===== config.mk =====
export PLATFORM = sky130hd
export DESIGN_NAME = load_return_unit
export DESIGN_NICKNAME = d
export VERILOG_FILES = /design/src/rtl/lru_pkg.sv /design/src/rtl/lru_addr_decode.sv /design/src/rtl/load_return_unit.sv
export SDC_FILE = /design/constraint.sdc
export NUM_CORES = 1
export LEC_CHECK = 0
export ABC_AREA = 1
export CORE_MARGIN = 1.5
export CORE_UTILIZATION = 25
export DETAILED_ROUTE_END_ITERATION = 8
export PLACE_DENSITY = 0.69
export SLEW_MARGIN = 20
export SYNTH_ARGS = -nofsm -noshare
export SYNTH_HDL_FRONTEND = slang
export SYNTH_HIERARCHICAL = 1
export SYNTH_SLANG_ARGS = --single-unit

===== constraint.sdc =====
create_clock -name clk -period 8.1 [get_ports clk]
set_input_delay 2.43 -clock clk [delete_from_list [all_inputs] [get_ports clk]]
set_output_delay 2.43 -clock clk [all_outputs]
set_load 0.05 [all_outputs]

===== src/rtl/lru_pkg.sv =====
// Shared definitions for the load-return unit: load opcode, FSM states, address regions.
package lru_pkg;

  localparam logic [4:0] UOP_LDR = 5'd10;

  typedef enum logic [0:0] {
    IDLE,
    WAIT_DC
  } lru_state_e;

  typedef enum logic [1:0] {
    REG_DC,
    REG_IO,
    REG_NONE
  } lru_region_e;

  // Index width for a bank of n entries; never narrower than one bit.
  function automatic int unsigned idx_width(input int unsigned n);
    return (n > 1) ? $clog2(n) : 1;
  endfunction

endpackage


===== src/rtl/lru_addr_decode.sv =====
// Combinational load-address decoder: classifies an address as d-cache, I/O or unmapped.
module lru_addr_decode
  import lru_pkg::*;
#(
  parameter int unsigned ADDR_W   = 32,
  parameter int unsigned DC_WORDS = 31,
  parameter int unsigned N_IO     = 2,
  parameter int unsigned IO_IDX_W = idx_width(N_IO)
) (
  input  logic [ADDR_W-1:0]   addr_i,
  output lru_region_e         region_o,
  output logic [IO_IDX_W-1:0] io_idx_o
);

  // Region bounds are held at full address width so high address bits always participate.
  localparam logic [ADDR_W-1:0] DcEnd = ADDR_W'(DC_WORDS);
  localparam logic [ADDR_W-1:0] IoEnd = ADDR_W'(DC_WORDS + N_IO);

  always_comb begin
    region_o = REG_NONE;
    io_idx_o = IO_IDX_W'(addr_i - DcEnd);
    if (addr_i < DcEnd) begin
      region_o = REG_DC;
    end else if (addr_i < IoEnd) begin
      region_o = REG_IO;
    end
  end

endmodule


===== src/rtl/load_return_unit.sv =====
// Registered write-back selector: forwards ALU results, serves I/O loads directly and runs
// d-cache loads as a stalling request/response transaction with a timeout.
module load_return_unit
  import lru_pkg::*;
#(
  parameter int unsigned DATA_W   = 32,
  parameter int unsigned ADDR_W   = 32,
  parameter int unsigned DC_WORDS = 31,
  parameter int unsigned N_IO     = 2,
  parameter int unsigned TIMEOUT  = 15
) (
  input  logic                   clk,
  input  logic                   rst_n,
  input  logic                   valid_in,
  input  logic [4:0]             uop,
  input  logic [4:0]             rd_idx,
  input  logic [ADDR_W-1:0]      addr,
  input  logic [DATA_W-1:0]      alu,
  input  logic [N_IO*DATA_W-1:0] io_rdata,
  output logic                   dc_req,
  output logic [ADDR_W-1:0]      dc_addr,
  input  logic [DATA_W-1:0]      dc_rdata,
  input  logic                   dc_rvalid,
  output logic                   stall,
  output logic                   wb_valid,
  output logic [4:0]             wb_rd,
  output logic [DATA_W-1:0]      wb_data,
  output logic                   bus_err
);

  localparam int unsigned IoIdxW = idx_width(N_IO);
  localparam int unsigned CntW   = $clog2(TIMEOUT + 1);

  lru_state_e        state_q, state_d;
  logic [CntW-1:0]   cnt_q, cnt_d, cnt_inc;
  logic [4:0]        rd_q, rd_d;
  logic              wb_valid_q, wb_valid_d;
  logic [4:0]        wb_rd_q, wb_rd_d;
  logic [DATA_W-1:0] wb_data_q, wb_data_d;
  logic              bus_err_q, bus_err_d;

  lru_region_e       region;
  logic [IoIdxW-1:0] io_idx;
  logic [DATA_W-1:0] io_word;
  logic              accept;
  logic              is_ldr;

  lru_addr_decode #(
    .ADDR_W   (ADDR_W),
    .DC_WORDS (DC_WORDS),
    .N_IO     (N_IO),
    .IO_IDX_W (IoIdxW)
  ) u_addr_decode (
    .addr_i   (addr),
    .region_o (region),
    .io_idx_o (io_idx)
  );

  always_comb begin
    io_word = '0;
    for (int unsigned i = 0; i < N_IO; i++) begin
      if (io_idx == IoIdxW'(i)) begin
        io_word = io_rdata[i*DATA_W +: DATA_W];
      end
    end
  end

  assign accept  = valid_in && (state_q == IDLE);
  assign is_ldr  = (uop == UOP_LDR);
  assign dc_req  = accept && is_ldr && (region == REG_DC);
  assign dc_addr = dc_req ? addr : '0;
  // Registered state only, so upstream never sees a loop through valid_in.
  assign stall   = (state_q == WAIT_DC);

  assign wb_valid = wb_valid_q;
  assign wb_rd    = wb_rd_q;
  assign wb_data  = wb_data_q;
  assign bus_err  = bus_err_q;

  always_comb begin
    state_d    = state_q;
    cnt_d      = cnt_q;
    rd_d       = rd_q;
    cnt_inc    = cnt_q + CntW'(1);
    wb_valid_d = 1'b0;
    wb_rd_d    = '0;
    wb_data_d  = '0;
    bus_err_d  = 1'b0;

    unique case (state_q)
      IDLE: begin
        if (valid_in) begin
          if (!is_ldr) begin
            wb_valid_d = 1'b1;
            wb_rd_d    = rd_idx;
            wb_data_d  = alu;
          end else begin
            unique case (region)
              REG_DC: begin
                state_d = WAIT_DC;
                cnt_d   = '0;
                rd_d    = rd_idx;
              end
              REG_IO: begin
                wb_valid_d = 1'b1;
                wb_rd_d    = rd_idx;
                wb_data_d  = io_word;
              end
              default: begin
                wb_valid_d = 1'b1;
                wb_rd_d    = rd_idx;
                bus_err_d  = 1'b1;
              end
            endcase
          end
        end
      end
      WAIT_DC: begin
        // A response arriving in the final wait cycle still beats the timeout.
        if (dc_rvalid) begin
          wb_valid_d = 1'b1;
          wb_rd_d    = rd_q;
          wb_data_d  = dc_rdata;
          state_d    = IDLE;
          cnt_d      = '0;
        end else if (cnt_inc == CntW'(TIMEOUT)) begin
          wb_valid_d = 1'b1;
          wb_rd_d    = rd_q;
          bus_err_d  = 1'b1;
          state_d    = IDLE;
          cnt_d      = '0;
        end else begin
          cnt_d = cnt_inc;
        end
      end
      default: state_d = IDLE;
    endcase
  end

  always_ff @(posedge clk or negedge rst_n) begin
    if (!rst_n) begin
      state_q    <= IDLE;
      cnt_q      <= '0;
      rd_q       <= '0;
      wb_valid_q <= 1'b0;
      wb_rd_q    <= '0;
      wb_data_q  <= '0;
      bus_err_q  <= 1'b0;
    end else begin
      state_q    <= state_d;
      cnt_q      <= cnt_d;
      rd_q       <= rd_d;
      wb_valid_q <= wb_valid_d;
      wb_rd_q    <= wb_rd_d;
      wb_data_q  <= wb_data_d;
      bus_err_q  <= bus_err_d;
    end
  end

endmodule


; Yosys cells after proc, flatten, opt, wreduce, memory -nomap -nowiden
; Index checks and enable logic that the tools add are counted.
[op_classes]
addsub = 2
n_reduce_logical = 7
eq_ne = 6
bitwise = 1
mux = 38
magnitude_cmp = 2
[op_table]
columns = op, count
row1 = 2-to-1 mux 32 bit, 6
row2 = case mux 32 bit (2 select lines), 1
row3 = "less-than comparator 32 x 5 -> 1 bit, second input constant", 1
row4 = "less-than comparator 32 x 6 -> 1 bit, second input constant", 1
row5 = 2-to-1 mux 5 bit, 5
row6 = 2-to-1 mux 4 bit, 5
row7 = 2-to-1 mux 1 bit, 14
row8 = case mux 5 bit (2 select lines), 1
row9 = case mux 4 bit (2 select lines), 1
row10 = case mux 1 bit (2 select lines), 3
row11 = "== test 5 x 4 -> 1 bit, second input constant", 1
row12 = "adder 4 x 1 -> 4 bit, second input constant", 1
row13 = "== test 4 bit, second input constant", 1
row14 = 2-to-1 mux 2 bit, 2
row15 = "inequality test 2 bit, second input constant", 2
row16 = AND reduction 4 bit, 1
row17 = logical AND 1 bit, 3
row18 = AND reduction 3 bit, 1
row19 = "== test 2 x 1 -> 1 bit, second input constant", 1
row20 = logical NOT 2 bit, 1
row21 = "inequality test 2 x 1 -> 1 bit, second input constant", 1
row22 = OR reduction 2 bit, 1
row23 = NOT 1 bit, 1
row24 = "subtractor 1 bit, second input constant", 1
[word_totals]
word_cells = 63
inputBits = 174
regBits = 49
out_inout_bits = 73

; Depth between registers and ports, before layout
; Gate-level depths: netlist of run 1.
[logic_depth]
ltp_word = 9
mapped_depth = 12
mapped_depth_nobuf = 11

; Cells and area by module
; The synthesis of run 1 kept the hierarchy.
[modules_own_cells]
columns = module, cells_each, area_per_inst_um2, instances
row1 = load_return_unit, 483, 3313.2, 1
row2 = lru_addr_decode, 41, 163.9, 1

; Worst setup path before layout of run 1
; No wires, ideal clock.
[synth_path]
path_kind = input -> output
start = input port addr[14]
end = output port dc_addr[22]
n_path_buf = 1
path_stages = 9
path_slack_ns = 1.471
required_time_ns = 5.670
t_arrival_ns = 4.199
cell_sequence = nor2_1 nand2_1 nor2_1 nand3_1 or2_1 nor2_2 nand4_4 buf_4 nor2_1
[synth_between]
elab_chain_len = 6
elab_cells_between_ends = 7
[synth_lines]
columns = item, line
row1 = from (decl), load_return_unit.sv:17  ; input logic [ADDR_W-1:0] addr,
row2 = less-than comparator 32 x 6 -> 1 bit, lru_addr_decode.sv:24  ; end else if (addr_i < IoEnd) begin
row3 = 2-to-1 mux 2 bit, lru_addr_decode.sv:24
row4 = 2-to-1 mux 2 bit *, lru_addr_decode.sv:22  ; if (addr_i < DcEnd) begin
row5 = net region[1], load_return_unit.sv:42  ; lru_region_e region;
row6 = logical NOT 2 bit *, load_return_unit.sv:70  ; assign dc_req = accept && is_ldr && (region == REG_DC);
row7 = logical AND 1 bit *, load_return_unit.sv:70
row8 = 2-to-1 mux 32 bit *, load_return_unit.sv:71  ; assign dc_addr = dc_req ? addr : '0;
row9 = to (decl), load_return_unit.sv:21  ; output logic [ADDR_W-1:0] dc_addr,
; Mark *: on every way through the listed nets, which the timed path passes. The rest lies on a longest branch.

; Worst setup path after layout of run 1
[layout_path]
start = input port addr[25]
end = output port dc_req
[layout_between]
elab_chain_len = 5
elab_cells_between_ends = 6
[layout_lines]
columns = item, line
row1 = less-than comparator 32 x 6 -> 1 bit, lru_addr_decode.sv:24
row2 = 2-to-1 mux 2 bit, lru_addr_decode.sv:24
row3 = 2-to-1 mux 2 bit *, lru_addr_decode.sv:22
row4 = net region[1], load_return_unit.sv:42
row5 = logical NOT 2 bit *, load_return_unit.sv:70
row6 = logical AND 1 bit *, load_return_unit.sv:70
row7 = to (decl), load_return_unit.sv:20  ; output logic dc_req,
; Marked as above.

==> flow_summary.json, run 1 <==
{
  "status": "finished clean",
  "synth_top_area_share_pct": 35.26,
  "die_y_um": 120.9,
  "cts_sinks": 49,
  "ant_nets": 0,
  "dieArea_um2": 14630,
  "finClkSkew_ns": 0.003762,
  "r2r-start": "stall$_DFF_PN0_",
  "start_util_pct": 25.95,
  "nets": 934,
  "synth.largest_area_cell": "dfrtp_1",
  "first_pass_iters": 4,
  "grt_use_met2_pct": 31.53,
  "gr-usage-met1_pct": 22.05,
  "period_share_pct": 92.49,
  "start_kind": "primary input",
  "ctsResizeCount": 0,
  "setup-violations-final": 0,
  "grt_max_degree": 50,
  "cap_violations": 0,
  "syn_avg_cell_area_um2": 6.636,
  "end_kind": "output port",
  "drive_gt1_share_pct": 14.49,
  "wl_per_cell_um": 13.95,
  "grt_pass1_vias": 3930,
  "synthesis.nets": 700,
  "antenna_found_initial": 0,
  "p_leak_uw": 0.002885,
  "chipWidth_um": 120.9,
  "netlist_area_um2": 3477,
  "drt-initial-drc-count": 187,
  "cts-root-buf": "clkbuf_16",
  "diodes": 0,
  "synth-seq-cells": 49,
  "io_pins": 247,
  "r2r_setup_slack_ns": 6.35,
  "area_delta_synth_final_pct": 77.22,
  "tns_ns": 0,
  "rows": 42,
  "clock_latency_ns": 0.29,
  "finalPower_uw": 686.1,
  "ys_types": 26,
  "power.density_nw_per_um2": 111.3,
  "gp_congestion": 0.7207,
  "grt_pass1_wl_mm": 20.22,
  "clk_path_buf_depth": 2,
  "maxSlewViolCount": 0,
  "grt-busiest-layer": "met2",
  "viasPerCell": 4.372,
  "drc": 0,
  "synth_area_leaders": "dfrtp_1, nand2_1, inv_1",
  "postCtsSetupRepairBufs": 0,
  "crit_fanout": 6,
  "worstPathArrival_ns": 5.06,
  "overflow": 0,
  "crit_type": "in -> out",
  "min_from": "rd_q[3]$_DFFE_PN0P_",
  "syn-instance-count": 524,
  "fin_crit_ns": 7.492,
  "ys_warn_count": 6,
  "cts_buffers": 5,
  "cp.required_ns": 5.67,
  "finalHoldViolations": 0,
  "slew_headroom_pct": 56.48,
  "clk_pin_slew_ns": 0.08,
  "synth-seq-area-share_pct": 35.26,
  "core_area_um2": 13400,
  "holdBufCountCts": 0,
  "io_buffers": 246,
  "cts_tree": "built",
  "via_count": 4088,
  "fmax_mhz": 133.5,
  "hp-class": "reg -> reg",
  "startpoint": "addr[25]",
  "worst_pin_slew_ns": 0.6521,
  "dp_hpwl_mm": 9.317,
  "totalWireLength_mm": 13.04,
  "peakVddDrop_mv": 0.09098,
  "ctsHtreeMaxLevel": 2,
  "rsz0062_at_grt": "no",
  "grt.total_usage_pct": 17.57,
  "use_met3_pct": 3.289
}
through the flow:
stage | util, % | hold WS [ns] | worst slack, ns | area [µm²] | std cells
3_5_place_dp | 44.86 | 0.4667 | 0.6123 | 6011 | 927
6_report | 45.99 | 0.4878 | 0.6081 | 6162 | 935
3_3_place_gp | 44.86 | 0.4635 | 0.6599 | 6011 | 927
4_1_cts | 45.99 | 0.4878 | 0.6070 | 6162 | 935
5_1_grt | 45.99 | 0.5190 | 0.4043 | 6162 | 935
2_1_floorplan | - | 0.4495 | 1.471 | 3477 | 524
per-layer routing:
layer  vias up  wire (µm)
met3         6       1020
li1       2069          -
met5         -          0
met4         0        102
met1      1846       5551
met2       167       6368
path summary, 6_finish.rpt:
path	endpoint	cells after the start
max	dc_req	10
min	rd_q[3]$_DFFE_PN0P_	2
max reg2reg	wb_data[30]$_DFF_PN0_	5
min reg2reg	rd_q[3]$_DFFE_PN0P_	2
max in group asynchronous	wb_data[13]$_DFF_PN0_	2
min in group asynchronous	wb_data[26]$_DFF_PN0_	2
where the power goes:
group          switching [µW]  leakage, µW  internal (µW)
registers                2.82     0.000642            255
clock network             107    0.0000680            117
logic                    98.0      0.00217            106
kinds of logic after synthesis:
logic type                 Yosys count  synth area share [%]
AOI/OAI and AO/OA                   99                 17.49
adders and majority gates            2                0.7196
buffers and inverters              107                 13.64
DFF                                 49                 35.26
and+or+nand+nor                    267                 32.89
cell type report:
class / count / area, µm²
clock buffer: 5 / 125.1
clock inverter: 3 / 26.28
fill: 1378 / 7238
inverter: 82 / 315.3
multi-input combinational: 368 / 1777
sequential: 49 / 1226
tap: 176 / 220.2
timing repair buffer: 252 / 2472
cell usage in the layout (no fill, tap or decap):
| master | instances |
|---|---|
| buf_12 | 4 |
| clkbuf_16 | 5 |
| or2_1 | 1 |
| ha_1 | 2 |
| nand2_1 | 145 |
| dfrtp_1 | 49 |
| clkinvlp_4 | 2 |
| a21oi_1 | 2 |
| nor2_2 | 23 |
| o21ai_1 | 34 |
| nand4_1 | 1 |
| nand3_1 | 22 |
| clkdlybuf4s50_1 | 213 |
| inv_2 | 3 |
| nor3_1 | 2 |
| inv_8 | 1 |
| clkinv_4 | 1 |
| inv_1 | 77 |
| inv_4 | 1 |
| nor2_1 | 68 |
| nor2_4 | 2 |
| o21ai_0 | 33 |
| nand2_4 | 1 |
| nand4_2 | 1 |
| nand4_4 | 1 |
| buf_2 | 1 |
| a21oi_2 | 30 |
| buf_4 | 34 |
Yosys cell counts:
library cell / number
nor2_1: 68
nand2_1: 145
or2_1: 1
buf_4: 3
nor2_4: 2
buf_6: 5
clkinv_4: 1
nor3_1: 2
clkbuf_1: 6
a21oi_1: 2
dfrtp_1: 49
clkbuf_4: 1
a21oi_2: 30
inv_1: 77
ha_1: 2
buf_2: 10
inv_4: 1
inv_2: 3
o21ai_0: 33
nand3_1: 22
o21ai_1: 34
nand4_1: 1
nand4_2: 1
nand2_4: 1
nor2_2: 23
nand4_4: 1
worst max-delay path: stages:
cell	delay, ns
clkdlybuf4s50_1	0.42
nor2_1	0.13
nand2_1	0.06
nor2_1	0.12
nand2_1	0.10
or2_1	0.29
nor2_2	0.22
nand4_2	0.21
nor2_4	0.22
clkdlybuf4s50_1	0.85
flip-flops by register name, summed over array words and instances, names as in the netlist:
name	count
wb_data	32
wb_valid	1
stall	1
wb_rd	5
cnt_q	4
rd_q	5
bus_err	1
Power figures use the tool's default switching activity.
==> inputs of run 2 (changes only) <==
SYNTH_HIERARCHICAL = not set   (was 1)
==> run 2 against run 1 <==
Core utilization fell by 3.7 points. Clock-buffer cell count stayed put. Flip-flop and latch count did not move. Die area up 1.5%. Critical path depth is 3 lower. Hold slack better by 0.050 ns.
==> flow_summary.json, run 2 <==
{
  "status": "finished clean",
  "slew_headroom_pct": 35.12,
  "fmax_mhz": 140.6,
  "synth_top_area_share_pct": 34.71,
  "netlist_area_um2": 3532,
  "start_util_pct": 25.55,
  "synth-seq-area-share_pct": 34.71,
  "cts_buffers": 5,
  "final.fill_count": 1428,
  "fin_util_pct": 42.28,
  "period_share_pct": 87.81,
  "cts_tree": "built",
  "largest_reg_flops": 32,
  "worst_slack_ns": 0.9876,
  "synthMostInstantiatedCell": "nand2_1",
  "finClkSkew_ns": 0.003977,
  "worstPathArrival_ns": 4.68,
  "rows": 43,
  "clk_path_buf_depth": 2,
  "ys_warn_count": 0,
  "totalWireLength_mm": 12.87,
  "dieArea_um2": 14850,
  "grt_pass1_wl_mm": 19.53,
  "p_leak_uw": 0.002806,
  "rsz0062_at_grt": "no",
  "place_ws_ns": 0.9514,
  "dp_hpwl_mm": 9.111,
  "nets": 910,
  "syn-instance-count": 534,
  "cts-root-buf": "clkbuf_16",
  "cts_sinks": 49,
  "grt_pass1_vias": 3737,
  "fin_crit_ns": 7.112,
  "via_count": 3984,
  "hp-class": "reg -> reg",
  "async_flop_share_pct": 100.0,
  "postCtsSetupRepairBufs": 0,
  "crit_type": "in -> out",
  "synth-edff-count": 0,
  "core_area_um2": 13830,
  "ctsHtreeMaxLevel": 2,
  "synth.largest_area_cell": "dfrtp_1",
  "wl_per_cell_um": 14.06,
  "place_area_um2": 5698,
  "layout_common_cells": "nand2_1, clkdlybuf4s50_1, nor2_1",
  "drt-initial-drc-count": 202,
  "cap_violations": 0,
  "path_common_cell": "clkdlybuf4s50_1",
  "first_pass_iters": 4,
  "finalPower_uw": 699.9,
  "tns_ns": 0,
  "critPathBufInv": 3,
  "critical_path.max_stage_delay_ns": 0.81,
  "synth-seq-cells": 49,
  "whs_path_depth": 2,
  "crit_fanout": 7,
  "ant_nets": 0,
  "chipWidth_um": 121.9,
  "maxSlewViolCount": 0,
  "setup-violations-final": 0,
  "ctsResizeCount": 0,
  "path_cells": "clkdlybuf4s50_1, nor3b_1, nand2_2, inv_1, nand4_2, nor2_1, clkdlybuf4s50_1",
  "area_delta_synth_final_pct": 65.50,
  "drive_gt1_share_pct": 3.537,
  "drc": 0,
  "synth_common_cells": "nand2_1, nor2_1, dfrtp_1",
  "final_area_um2": 5846,
  "io_buffers": 219,
  "grt_max_degree": 66,
  "grt.total_usage_pct": 17.28,
  "io_pins": 247,
  "antenna_found_initial": 0,
  "critical-path-top-delay-family": "buffers and inverters",
  "gp_congestion": 0.7636,
  "ys_types": 27,
  "synth_ff_type": "dfrtp_1",
  "viasPerCell": 4.354,
  "worst_pin_slew_ns": 0.9709,
  "end_kind": "output port",
  "finalHoldViolations": 0,
  "synth_area_leaders": "dfrtp_1, nand2_1, buf_4",
  "diodes": 0,
  "syn_avg_cell_area_um2": 6.614,
  "power.density_nw_per_um2": 119.7,
  "path_depth": 7,
  "clock_latency_ns": 0.30,
  "cp.required_ns": 5.67,
  "final_common_cell": "nand2_1",
  "peakVddDrop_mv": 0.06852,
  "die_y_um": 121.9,
  "overflow": 0,
  "clk_pin_slew_ns": 0.07,
  "start_kind": "primary input",
  "worstRegToRegCells": 5,
  "holdBufCountCts": 0,
  "critical-path-slowest-cell": "clkdlybuf4s50_1"
}
## run 2: area by class of cell
class,instances,area (µm²),area share [%]
Clock buffer,5,125.1,2.140
Clock inverter,3,22.52,0.3853
Inverter,35,131.4,2.247
Multi-Input combinational cell,419,1896,32.43
Sequential cell,49,1226,20.98
Tap cell,180,225.2,3.853
Timing Repair Buffer,224,2220,37.97
## run 2: metal layers
metal | GRT usage, % | part of all wire (%) | wire length [µm]
met1 | 20.79 | 41 | 5245
met2 | 30.06 | 47 | 6042
met3 | 5.056 | 10 | 1349
met4 | 4.485 | 1.8 | 228
met5 | 0 | 0 | 0
## run 2: worst register-to-register path, cell delays in order, from the launching register on
cell     delay, ns
dfrtp_1       0.40
nand2_1       0.07
inv_1         0.51
buf_4         0.36
nand2_1       0.09
nand2_1       0.08
## run 2: stage by stage
step	hold WS, ns	instances
2_1_floorplan	0.4915	560
3_3_place_gp	0.5109	907
3_5_place_dp	0.5207	907
4_1_cts	0.5356	915
5_1_grt	0.5794	915
6_report	0.5378	915
## run 2: power by group
group,internal [µW],total (µW),switching [µW]
logic,107,228,121
clock network,115,215,101
registers,254,257,2.60
## run 2: cell families after synthesis
| family | Yosys count | share of synthesized area (%) |
|---|---|---|
| DFF | 49 | 34.71 |
| adders and majority gates | 2 | 0.7084 |
| other | 1 | 0.1062 |
| and+or+nand+nor | 343 | 40.67 |
| AOI/OAI and AO/OA | 45 | 8.714 |
| buffers and inverters | 92 | 14.59 |
| xor gates and xnor gates | 2 | 0.4960 |
## run 2: final timing paths
kind | start | endpoint | slack, ns
worst max-delay path | uop[3] | dc_addr[0] | 0.99
max in group asynchronous | rst_n | wb_data[19]$_DFF_PN0_ | 5.39
worst max register to register | stall$_DFF_PN0_ | wb_data[12]$_DFF_PN0_ | 6.55
worst min-delay path | rd_q[2]$_DFFE_PN0P_ | wb_rd[2]$_DFF_PN0_ | 0.54
min in group asynchronous | rst_n | cnt_q[2]$_DFFE_PN0P_ | 2.25
worst min register to register | rd_q[2]$_DFFE_PN0P_ | wb_rd[2]$_DFF_PN0_ | 0.54
==> inputs of run 3 (changes only) <==
CORE_UTILIZATION = 38   (was 25)
PLACE_DENSITY = 0.95   (was 0.69)
REMOVE_ABC_BUFFERS = 1   (was not set)
SYNTH_HIERARCHICAL = 1   (was not set)
==> run 3 against run 2 <==
The run now ends with design-rule violations left. Critical path depth grew 3. Die area is 34% lower. Register-to-register slack lost 0.43 ns. Setup slack got worse by 0.42 ns. Cell count fell by 5.8%. First-iteration DRC count shrank 28%. Hold slack got worse by 0.049 ns. Core utilization up 25 points. Via count is 5.4% higher. Critical path type unchanged. Largest power group unchanged. Highest routed layer unchanged.
==> flow_summary.json, run 3 (synthesized netlist as in run 1, its figures left out) <==
{
  "r2r-start": "stall$_DFF_PN0_",
  "finalHoldViolations": 0,
  "start_util_pct": 39.49,
  "dp_hpwl_mm": 9.821,
  "io_buffers": 246,
  "maxSlewViolCount": 0,
  "ctsHtreeMaxLevel": 2,
  "area_delta_synth_final_pct": 71.32,
  "critical-path-top-delay-family": "simple AND/OR/NAND/NOR gates",
  "gr-usage-met1_pct": 27.22,
  "chipWidth_um": 98.66,
  "drive_gt1_share_pct": 13.79,
  "clock_latency_ns": 0.29,
  "fmax_mhz": 132.7,
  "rsz0062_at_grt": "no",
  "hp-class": "reg -> reg",
  "cts-root-buf": "clkbuf_8",
  "critical-path-slowest-cell": "clkdlybuf4s50_1",
  "drt-initial-drc-count": 146,
  "cts_buffers": 5,
  "crit_type": "in -> out",
  "fin_util_pct": 67.65,
  "slew_headroom_pct": 32.24,
  "p_leak_uw": 0.002826,
  "final_common_cell": "clkdlybuf4s50_1",
  "largest_reg_flops": 32,
  "status": "finished with violations",
  "rows": 34,
  "ant_nets": 0,
  "layout_common_cells": "clkdlybuf4s50_1, nand2_1, inv_1",
  "grt-busiest-layer": "met2",
  "grt_use_met2_pct": 46.26,
  "nets": 929,
  "cts_sinks": 49,
  "power.density_nw_per_um2": 106.9,
  "ctsResizeCount": 0,
  "worstRegToRegCells": 4,
  "cp.required_ns": 5.67,
  "grt_pass1_vias": 4203,
  "io_pins": 247,
  "grt_pass1_wl_mm": 19.46,
  "clk_path_buf_depth": 2,
  "cap_violations": 0,
  "crit_end": "dc_req",
  "critPathBufInv": 2,
  "die_y_um": 98.66,
  "r2r_setup_slack_ns": 6.12,
  "violations": "design-rule violations",
  "use_met3_pct": 5.745,
  "holdBufCountCts": 0,
  "fin_crit_ns": 7.534,
  "dieArea_um2": 9733,
  "cts_tree": "built",
  "worst_slack_ns": 0.5656,
  "gp_congestion": 0.8980,
  "diodes": 0,
  "end_kind": "output port",
  "grt_max_degree": 50,
  "core_area_um2": 8806,
  "drc": 9,
  "first_pass_iters": 7,
  "place_ws_ns": 0.6104,
  "wl_per_cell_um": 14.29,
  "clk_pin_slew_ns": 0.09,
  "worstPathArrival_ns": 5.10,
  "start_kind": "primary input",
  "worstReg2RegEnd": "wb_data[8]$_DFF_PN0_",
  "finClkSkew_ns": 0.004507,
  "peakVddDrop_mv": 0.09014,
  "viasPerCell": 4.871,
  "setup-violations-final": 0,
  "path_cells": "clkdlybuf4s50_1, nor2_1, nand2_1, nor2_1, nand3_1, or2_1, nor2_2, nand4_2, nor2_4, clkdlybuf4s50_1",
  "grt.total_usage_pct": 25.10,
  "tns_ns": 0,
  "postCtsSetupRepairBufs": 0,
  "via_count": 4199,
  "crit_fanout": 6,
  "startpoint": "addr[15]",
  "worst_pin_slew_ns": 1.010,
  "min_from": "rd_q[3]$_DFFE_PN0P_",
  "totalWireLength_mm": 12.32,
  "path_depth": 10,
  "antenna_found_initial": 0,
  "critical_path.max_stage_delay_ns": 0.84,
  "period_share_pct": 93.02,
  "overflow": 0
}
run 3: cell types whose count changed in the layout (fill, tap and decap cells not counted), moves of 27 or more:
| cell | change |
|---|---|
| a21oi_2 | +30 |
| buf_4 | +29 |
| conb_1 | -27 |
| inv_1 | +43 |
| nand2_1 | -84 |
| nand4_1 | -32 |
| o21ai_1 | +29 |
run 3: area by class of cell:
| class | instances | area, µm² |
|---|---|---|
| clock inverters | 2 | 38.79 |
| well taps | 108 | 135.1 |
| multi-input cells | 368 | 1782 |
| inverters | 82 | 315.3 |
| repair buffers | 247 | 2387 |
| clock buffers | 6 | 72.57 |
| flip-flops and latches | 49 | 1226 |
| fillers | 719 | 2849 |
run 3: worst min path at each step:
| stage | end | slack, ns | cells after the start |
|---|---|---|---|
| 3_3_place_gp | rd_q[1]$_DFFE_PN0P_ | 0.46 | 2 |
| 6_report | rd_q[3]$_DFFE_PN0P_ | 0.49 | 2 |
| 2_1_floorplan | rd_q[0]$_DFFE_PN0P_ | 0.45 | 2 |
| 4_1_cts | rd_q[3]$_DFFE_PN0P_ | 0.49 | 2 |
| 5_1_grt | rd_q[4]$_DFFE_PN0P_ | 0.53 | 2 |
| 3_5_place_dp | rd_q[3]$_DFFE_PN0P_ | 0.47 | 2 |
run 3: layer usage:
metal	routed length, µm	share of wire, %	vias to the layer above
li1	-	-	2059
met1	4491	36	1871
met2	6352	52	225
met3	929	7.5	44
met4	548	4.4	0
met5	0	0	-
run 3: worst reg2reg max path, delay by kind of cell, from the launching register on:
family	cells	cell delay [ns]
flops	1	0.58
simple gates	3	0.53
buf+inv	1	0.76
run 3: power by group:
part / switching (µW) / internal, µW / total, µW
Clock: 80.2 / 92.8 / 173
Combinational: 99.9 / 106 / 206
Sequential: 2.91 / 255 / 258
run 3: through the flow:
| step | cell area (µm²) | instances | hold slack [ns] | total power, µW |
|---|---|---|---|---|
| finish | 5957 | 862 | 0.4889 | 636.5 |
| global route | 5957 | 862 | 0.5307 | 667.2 |
| CTS | 5949 | 862 | 0.4930 | 644.0 |
| detailed placement | 5838 | 854 | 0.4713 | 468.6 |
| global placement | 5838 | 854 | 0.4617 | 464.0 |
| floorplan | 3318 | 499 | 0.4495 | 341.6 |
